$ cat src/rtl/izzy_cmd_if.sv
// Command byte stream into the izzy command sequencer.
interface izzy_cmd_if;
    logic       cmd_valid;
    logic [7:0] cmd_data;
    logic       cmd_ready;

    modport master (
        output cmd_valid,
        output cmd_data,
        input  cmd_ready
    );

    modport slave (
        input  cmd_valid,
        input  cmd_data,
        output cmd_ready
    );
endinterface

$ cat src/rtl/izzy_cmd_seq.sv
// Command sequencer feeding slash: PARADISE pulses, CITY/welcome levels, LOCOMOTION request/ack.
// Optional 2-entry input command FIFO enabled by defining IZZY_CMD_FIFO_EN.
module izzy_cmd_seq #(
    parameter int TIMEOUT_W = 8,
    parameter int TIMEOUT   = 200
) (
    input  logic             clk,
    input  logic             resetb,
    izzy_cmd_if.slave        cmd,
    input  logic             jungle,
    output logic             paradise,
    output logic             city,
    output logic             locomotion,
    output logic [1:0]       welcome,
    output logic             busy,
    output logic             timeout_err
);

    typedef enum logic [1:0] {
        ST_IDLE     = 2'd0,
        ST_DRIVE    = 2'd1,
        ST_WAIT_ACK = 2'd2
    } state_e;

    localparam logic [1:0] OP_NOP      = 2'b00;
    localparam logic [1:0] OP_PARADISE = 2'b01;
    localparam logic [1:0] OP_CITY     = 2'b10;
    localparam logic [1:0] OP_LOCO     = 2'b11;

    localparam logic [TIMEOUT_W-1:0] TCNT_LAST = TIMEOUT_W'(TIMEOUT - 1);

    state_e                 state_q,    state_d;
    logic [3:0]             cnt_q,      cnt_d;
    logic [TIMEOUT_W-1:0]   tcnt_q,     tcnt_d;
    logic                   paradise_q, paradise_d;
    logic                   city_q,     city_d;
    logic                   loco_q,     loco_d;
    logic [1:0]             welcome_q,  welcome_d;
    logic                   busy_q,     busy_d;
    logic                   terr_q,     terr_d;
    logic                   ready_q,    ready_d;

    logic                   take_s;
    logic [7:0]             byte_s;

`ifdef IZZY_CMD_FIFO_EN
    logic [1:0][7:0]        fifo_q,     fifo_d;
    logic                   rd_ptr_q,   rd_ptr_d;
    logic                   wr_ptr_q,   wr_ptr_d;
    logic [1:0]             count_q,    count_d;
    logic                   push_s;

    // ready_q mirrors !full, so a full FIFO never takes a push even when it pops the same cycle
    assign push_s = cmd.cmd_valid & ready_q;
    assign take_s = (state_q == ST_IDLE) && (count_q != 2'd0);
    assign byte_s = fifo_q[rd_ptr_q];

    // FIFO storage, pointers and occupancy next-state
    always_comb begin
        fifo_d   = fifo_q;
        rd_ptr_d = rd_ptr_q;
        wr_ptr_d = wr_ptr_q;
        count_d  = count_q + {1'b0, push_s} - {1'b0, take_s};
        if (push_s) begin
            fifo_d[wr_ptr_q] = cmd.cmd_data;
            wr_ptr_d         = ~wr_ptr_q;
        end else begin
            wr_ptr_d = wr_ptr_q;
        end
        if (take_s) begin
            rd_ptr_d = ~rd_ptr_q;
        end else begin
            rd_ptr_d = rd_ptr_q;
        end
    end
`else
    assign take_s = cmd.cmd_valid & ready_q;
    assign byte_s = cmd.cmd_data;
`endif

    // FSM and output next-state
    always_comb begin
        state_d    = state_q;
        cnt_d      = cnt_q;
        tcnt_d     = tcnt_q;
        paradise_d = paradise_q;
        city_d     = city_q;
        loco_d     = loco_q;
        welcome_d  = welcome_q;
        terr_d     = terr_q;

        case (state_q)
            ST_IDLE: begin
                if (take_s) begin
                    welcome_d = byte_s[5:4];
                    case (byte_s[7:6])
                        OP_NOP: begin
                            if (byte_s[0]) begin
                                terr_d = 1'b0;
                            end else begin
                                terr_d = terr_q;
                            end
                        end
                        OP_PARADISE: begin
                            state_d    = ST_DRIVE;
                            paradise_d = 1'b1;
                            cnt_d      = byte_s[3:0];
                        end
                        OP_CITY: begin
                            city_d = byte_s[0];
                        end
                        OP_LOCO: begin
                            state_d = ST_WAIT_ACK;
                            loco_d  = 1'b1;
                            tcnt_d  = '0;
                        end
                        default: begin
                            state_d = ST_IDLE;
                        end
                    endcase
                end else begin
                    state_d = ST_IDLE;
                end
            end
            ST_DRIVE: begin
                if (cnt_q == 4'd0) begin
                    state_d    = ST_IDLE;
                    paradise_d = 1'b0;
                end else begin
                    cnt_d = cnt_q - 4'd1;
                end
            end
            ST_WAIT_ACK: begin
                // ack is checked first so a same-cycle ack beats the timeout
                if (jungle) begin
                    state_d = ST_IDLE;
                    loco_d  = 1'b0;
                end else if (tcnt_q == TCNT_LAST) begin
                    state_d = ST_IDLE;
                    loco_d  = 1'b0;
                    terr_d  = 1'b1;
                end else begin
                    tcnt_d = tcnt_q + {{(TIMEOUT_W-1){1'b0}}, 1'b1};
                end
            end
            default: begin
                state_d    = ST_IDLE;
                paradise_d = 1'b0;
                loco_d     = 1'b0;
            end
        endcase

        busy_d = (state_d != ST_IDLE);
`ifdef IZZY_CMD_FIFO_EN
        ready_d = (count_d != 2'd2);
`else
        ready_d = (state_d == ST_IDLE);
`endif
    end

    // State, counter and output registers
    always_ff @(posedge clk or negedge resetb) begin
        if (!resetb) begin
            state_q    <= ST_IDLE;
            cnt_q      <= 4'd0;
            tcnt_q     <= '0;
            paradise_q <= 1'b0;
            city_q     <= 1'b0;
            loco_q     <= 1'b0;
            welcome_q  <= 2'd0;
            busy_q     <= 1'b0;
            terr_q     <= 1'b0;
            ready_q    <= 1'b0;
`ifdef IZZY_CMD_FIFO_EN
            fifo_q     <= '0;
            rd_ptr_q   <= 1'b0;
            wr_ptr_q   <= 1'b0;
            count_q    <= 2'd0;
`endif
        end else begin
            state_q    <= state_d;
            cnt_q      <= cnt_d;
            tcnt_q     <= tcnt_d;
            paradise_q <= paradise_d;
            city_q     <= city_d;
            loco_q     <= loco_d;
            welcome_q  <= welcome_d;
            busy_q     <= busy_d;
            terr_q     <= terr_d;
            ready_q    <= ready_d;
`ifdef IZZY_CMD_FIFO_EN
            fifo_q     <= fifo_d;
            rd_ptr_q   <= rd_ptr_d;
            wr_ptr_q   <= wr_ptr_d;
            count_q    <= count_d;
`endif
        end
    end

    assign cmd.cmd_ready = ready_q;
    assign paradise      = paradise_q;
    assign city          = city_q;
    assign locomotion    = loco_q;
    assign welcome       = welcome_q;
    assign busy          = busy_q;
    assign timeout_err   = terr_q;

endmodule

$ cat src/flat_wrapper.sv
// flat-port wrapper written by rule: the top's interface ports become plain ports
module izzy_cmd_seq_flat 
#(
    parameter int TIMEOUT_W = 8,
    parameter int TIMEOUT   = 200
)
  (clk, resetb, jungle, paradise, city, locomotion, welcome, busy, timeout_err, cmd_cmd_valid, cmd_cmd_data, cmd_cmd_ready);
  izzy_cmd_if cmd_i ();
  input  logic clk;
  input  logic resetb;
  input  logic jungle;
  output logic paradise;
  output logic city;
  output logic locomotion;
  output logic [1:0] welcome;
  output logic busy;
  output logic timeout_err;
  input wire logic [$bits(cmd_i.cmd_valid)-1:0] cmd_cmd_valid;
  input wire logic [$bits(cmd_i.cmd_data)-1:0] cmd_cmd_data;
  output wire logic [$bits(cmd_i.cmd_ready)-1:0] cmd_cmd_ready;
  assign cmd_i.cmd_valid = cmd_cmd_valid;
  assign cmd_i.cmd_data = cmd_cmd_data;
  assign cmd_cmd_ready = cmd_i.cmd_ready;
  izzy_cmd_seq #(.TIMEOUT_W(TIMEOUT_W), .TIMEOUT(TIMEOUT)) u_core (.clk(clk), .resetb(resetb), .cmd(cmd_i), .jungle(jungle), .paradise(paradise), .city(city), .locomotion(locomotion), .welcome(welcome), .busy(busy), .timeout_err(timeout_err));
endmodule
$ cat config.mk
export PLATFORM = sky130hd
export DESIGN_NAME = izzy_cmd_seq_flat
export DESIGN_NICKNAME = d
export VERILOG_FILES = /design/src/rtl/izzy_cmd_if.sv /design/src/rtl/izzy_cmd_seq.sv /design/src/flat_wrapper.sv
export SDC_FILE = /design/constraint.sdc
export NUM_CORES = 1
export LEC_CHECK = 0
export ABC_AREA = 1
export BUFFER_PORTS_ARGS = -buffer_cell sky130_fd_sc_hd__buf_2
export CAP_MARGIN = 5
export CORE_UTILIZATION = 58
export CTS_BUF_LIST = sky130_fd_sc_hd__clkbuf_16
export DETAILED_ROUTE_END_ITERATION = 16
export MAX_ROUTING_LAYER = met4
export PLACE_DENSITY = 0.82
export SYNTH_ARGS = -nofsm -noshare
export SYNTH_HDL_FRONTEND = slang
export SYNTH_SLANG_ARGS = --single-unit
$ cat constraint.sdc
create_clock -name clk -period 3.2 [get_ports clk]
set_input_delay 0.48 -clock clk [delete_from_list [all_inputs] [get_ports clk]]
set_output_delay 0.48 -clock clk [all_outputs]
set_load 0.01 [all_outputs]
==> run summary <==
Derived from the worst setup path, the maximum achievable clock frequency is 675 MHz. The most used flip-flop cell after synthesis is dfrtp_1. The initial antenna violation count was 0. The cell family contributing the most delay on the critical path is simple AND/OR/NAND/NOR gates.

The total number of placement rows is 16. Setup repair after global routing left no endpoint under its margin. The die covers 2250 um^2. The flow ran to the end, and the final reports show no timing, DRC or antenna violations.

The min-delay analysis places its worst path in the category in -> async. STA classifies the critical path startpoint as a flop. The data arrival at the endpoint of the critical path came out at 1.62 ns.

The biggest cell delay along the critical path came out at 0.36 ns. For the final routed database, the setup TNS stands at 0 ns. The count of nets left with antenna violations once routing finished came out at 0. The estimated wirelength of the detail-placed design came out at 1790 um. The number of register bits inferred by synthesis came out at 22.

Power spread over the standard cell area amounts to 790 nW/um^2. The number of buffer and inverter instances along the worst setup path came out at 2. Summing over every cut layer, the via total after detailed routing is 1064. The pin count of the biggest net entering global routing is 23. The maximum buffer depth of the clock tree is 2. The fill cell total of the finished layout is 171. The number of inserted diodes is 0. The count of maximum capacitance violations is 0. The post-layout worst setup margin is 1.72 ns. At the end of routability-driven placement, the weighted congestion stood at 0.828.

The sequential fraction of the synthesis area came out at 46.0%. Dividing the detail-routed wire length by the instance count gives 10.9 um. The placed cell area came out at 1320 um^2. The sort of element at the end of the critical path is a flop.

Yosys instantiated no cell more often than nand2_1. The slowest stage of the critical path is the dfrtp_1 cell. The analysis attributes to cell leakage a power of 0.000727 uW. The sum of routed wire length over all layers came out at 2340 um. Before CTS, the worst setup slack after placement is 1.75 ns. The CTS tree is done. At the end of the flow, the number of nets in the layout was 204.

The share of the core filled with cells is 71.8%. The number of gates resized after cts came out at 0. The cell total after placement came out at 212.

The critical-path maximum fanout is 9. By count the netlist is led by nand2_1, dfrtp_1, nand3_1, inv_1, nor2_1. For this run, the number of standard cells in the final layout without fillers is 215. Synthesis produced a netlist with a net count of 181.

The clock transition at the registers of the reported paths came out at 0.05 ns. The layout cell share with drive strength beyond 1 is 17.6%. The total I/O pin count came out at 20.

The number of setup violations in the final report came out at 0. The area inside the core boundary is 1940 um^2. The post-synthesis area per instance came out at 7.17 um^2. The clock root buffer master is clkbuf_16. The starting utilization of the core area is 61.7%.

The number of flops mapped to enable cells by yosys came out at 0. The cell area after layout came out at 1390 um^2. The required arrival time at the worst endpoint is 3.34 ns. The number of buffers inserted by hold repair at cts came out at 0. The wire length of the first global-routing pass came out at 3640 um. The final clock skew is 0.00166 ns.

The number of distinct library cells after synthesis is 19. The proportion of register bits with asynchronous set or reset after synthesis is 100%. For the pin with the worst max-slew slack, the measured transition is 0.488 ns.

Dividing the detail-routed via count by the number of cells gives 4.95. The signal on the critical path passes through inv_1, ha_1, nand2_1, o21ai_1, nand2_2, nor2_1, inv_1. The number of max-slew violations in the final report came to 0. The worst slew margin relative to its limit came out at 67.4%. Synthesis produced a netlist whose cell count is 167. The count of port buffers added during placement is 19.

The global-route congestion overflow total is 0. The y dimension of the die is 47.4 um. The detailed router finished its first iteration with 33 violations. Summed over all instances, the cell type with the most area after synthesis is dfrtp_1. The combined global-route utilization of all metal layers came out at 24.2%.

The area growth from synthesis to layout is 16.4%. The number of buffers inserted during clock tree synthesis is 3. The tree built by TritonCTS fans out to 22 sinks.

The final routed DRC violation total came out at 0. In this design, the critical path's most frequently occurring cell is inv_1. The Yosys step of the flow raised 0 warnings. The type of the worst setup path is reg -> reg. Post-CTS timing repair inserted 0 buffers for setup. The highest ir drop seen on vdd is 0.555 mV. The width of the die came out at 47.4 um. The shortest period the worst path allows is 1.48 ns. The total iterations of the first detailed-routing run is 4. By area the synthesized netlist is led by dfrtp_1, nand2_1, nand3_1.

The number of hold-slack violations in the final timing report came out at 0. The share of the clock period used by the worst path came out at 46.3%. The CTS H-tree depth is 1.

The clock latency of the later-clocked register in the worst-skew pair is 0.25 ns. The number of global-route vias before repair came out at 926. The top cell type by area accounts for 46.0% of the synthesized area. The cell area after synthesis is 1200 um^2.
[metal layers]
metal,vias up,share of wire (%),track usage [%]
li1,572,-,-
met1,470,46,27.3
met2,17,49,42.5
met3,5,2.4,3.40
met4,0,1.7,10.3
met5,-,0,-
[logic make-up (layout without fill, tap and decap cells)]
group | after synthesis | after routing | synth area share [%]
simple gates | 102 | 102 | 36.2
fa+ha+maj | 2 | 2 | 2.09
buf+inv | 22 | 43 | 7.21
compound gates | 17 | 17 | 7.11
flops | 22 | 22 | 46.0
xor+xnor | 2 | 2 | 1.46
[power by group]
part / total (uW) / switching (uW) / leakage [uW] / internal, uW
clock: 254 / 89.3 / 0.0000370 / 165
combinational: 416 / 266 / 0.000404 / 150
sequential: 432 / 62.4 / 0.000286 / 369
[stage by stage]
| stage | power, uW | hold slack (ns) |
|---|---|---|
| detailed placement | 850 | 0.461 |
| global placement | 831 | 0.453 |
| global route | 1190 | 0.232 |
| finish | 1100 | 0.184 |
| CTS | 1110 | 0.199 |
| floorplan | 730 | 0.184 |
[sequential cells by signal (all words and copies together), names as in the netlist]
| name | count |
|---|---|
| u_core.paradise | 1 |
| u_core.city | 1 |
| u_core.busy | 1 |
| u_core.locomotion | 1 |
| u_core.welcome | 2 |
| u_core.tcnt_q | 8 |
| u_core.cmd.cmd_ready | 1 |
| u_core.state_q | 2 |
| u_core.timeout_err | 1 |
| u_core.cnt_q | 4 |
[layout by cell type (no fill, tap or decap), drive strengths merged]
| cell type | netlist | final |
|---|---|---|
| dfrtp | 22 | 22 |
| buf | 1 | 19 |
| nand4 | 1 | 1 |
| xor2 | 1 | 1 |
| xnor2 | 1 | 1 |
| clkbuf | 0 | 3 |
| nor2 | 16 | 16 |
| inv | 21 | 21 |
| nor3 | 2 | 2 |
| nand3 | 18 | 18 |
| nand2 | 64 | 64 |
| or2 | 1 | 1 |
| o21ai | 16 | 16 |
| ha | 2 | 2 |
| a21oi | 1 | 1 |
[worst paths after layout]
path,from,end,slack (ns),cells after the start
hold / removal,resetb,u_core.tcnt_q[2]$_DFFE_PN0P_,0.18,1
hold reg to reg,u_core.locomotion$_DFFE_PN0P_,u_core.locomotion$_DFFE_PN0P_,0.47,2
max in group asynchronous,resetb,u_core.cnt_q[0]$_DFFE_PN0P_,2.68,1
setup reg to reg,u_core.cnt_q[0]$_DFFE_PN0P_,u_core.busy$_DFF_PN0_,1.72,7
setup / recovery,u_core.cnt_q[0]$_DFFE_PN0P_,u_core.busy$_DFF_PN0_,1.72,7
min in group clk,cmd_cmd_data[5],u_core.welcome[1]$_DFFE_PN0P_,0.42,3
[cell type report]
type | instances | area (um^2) | area share [%]
clock buffer | 3 | 75.1 | 5.39
inverter | 21 | 78.8 | 5.66
multi-input combinational | 123 | 561 | 40.2
sequential | 22 | 551 | 39.5
tap | 27 | 33.8 | 2.42
timing repair buffer | 19 | 95.1 | 6.82
Power figures use the tool's default switching activity.
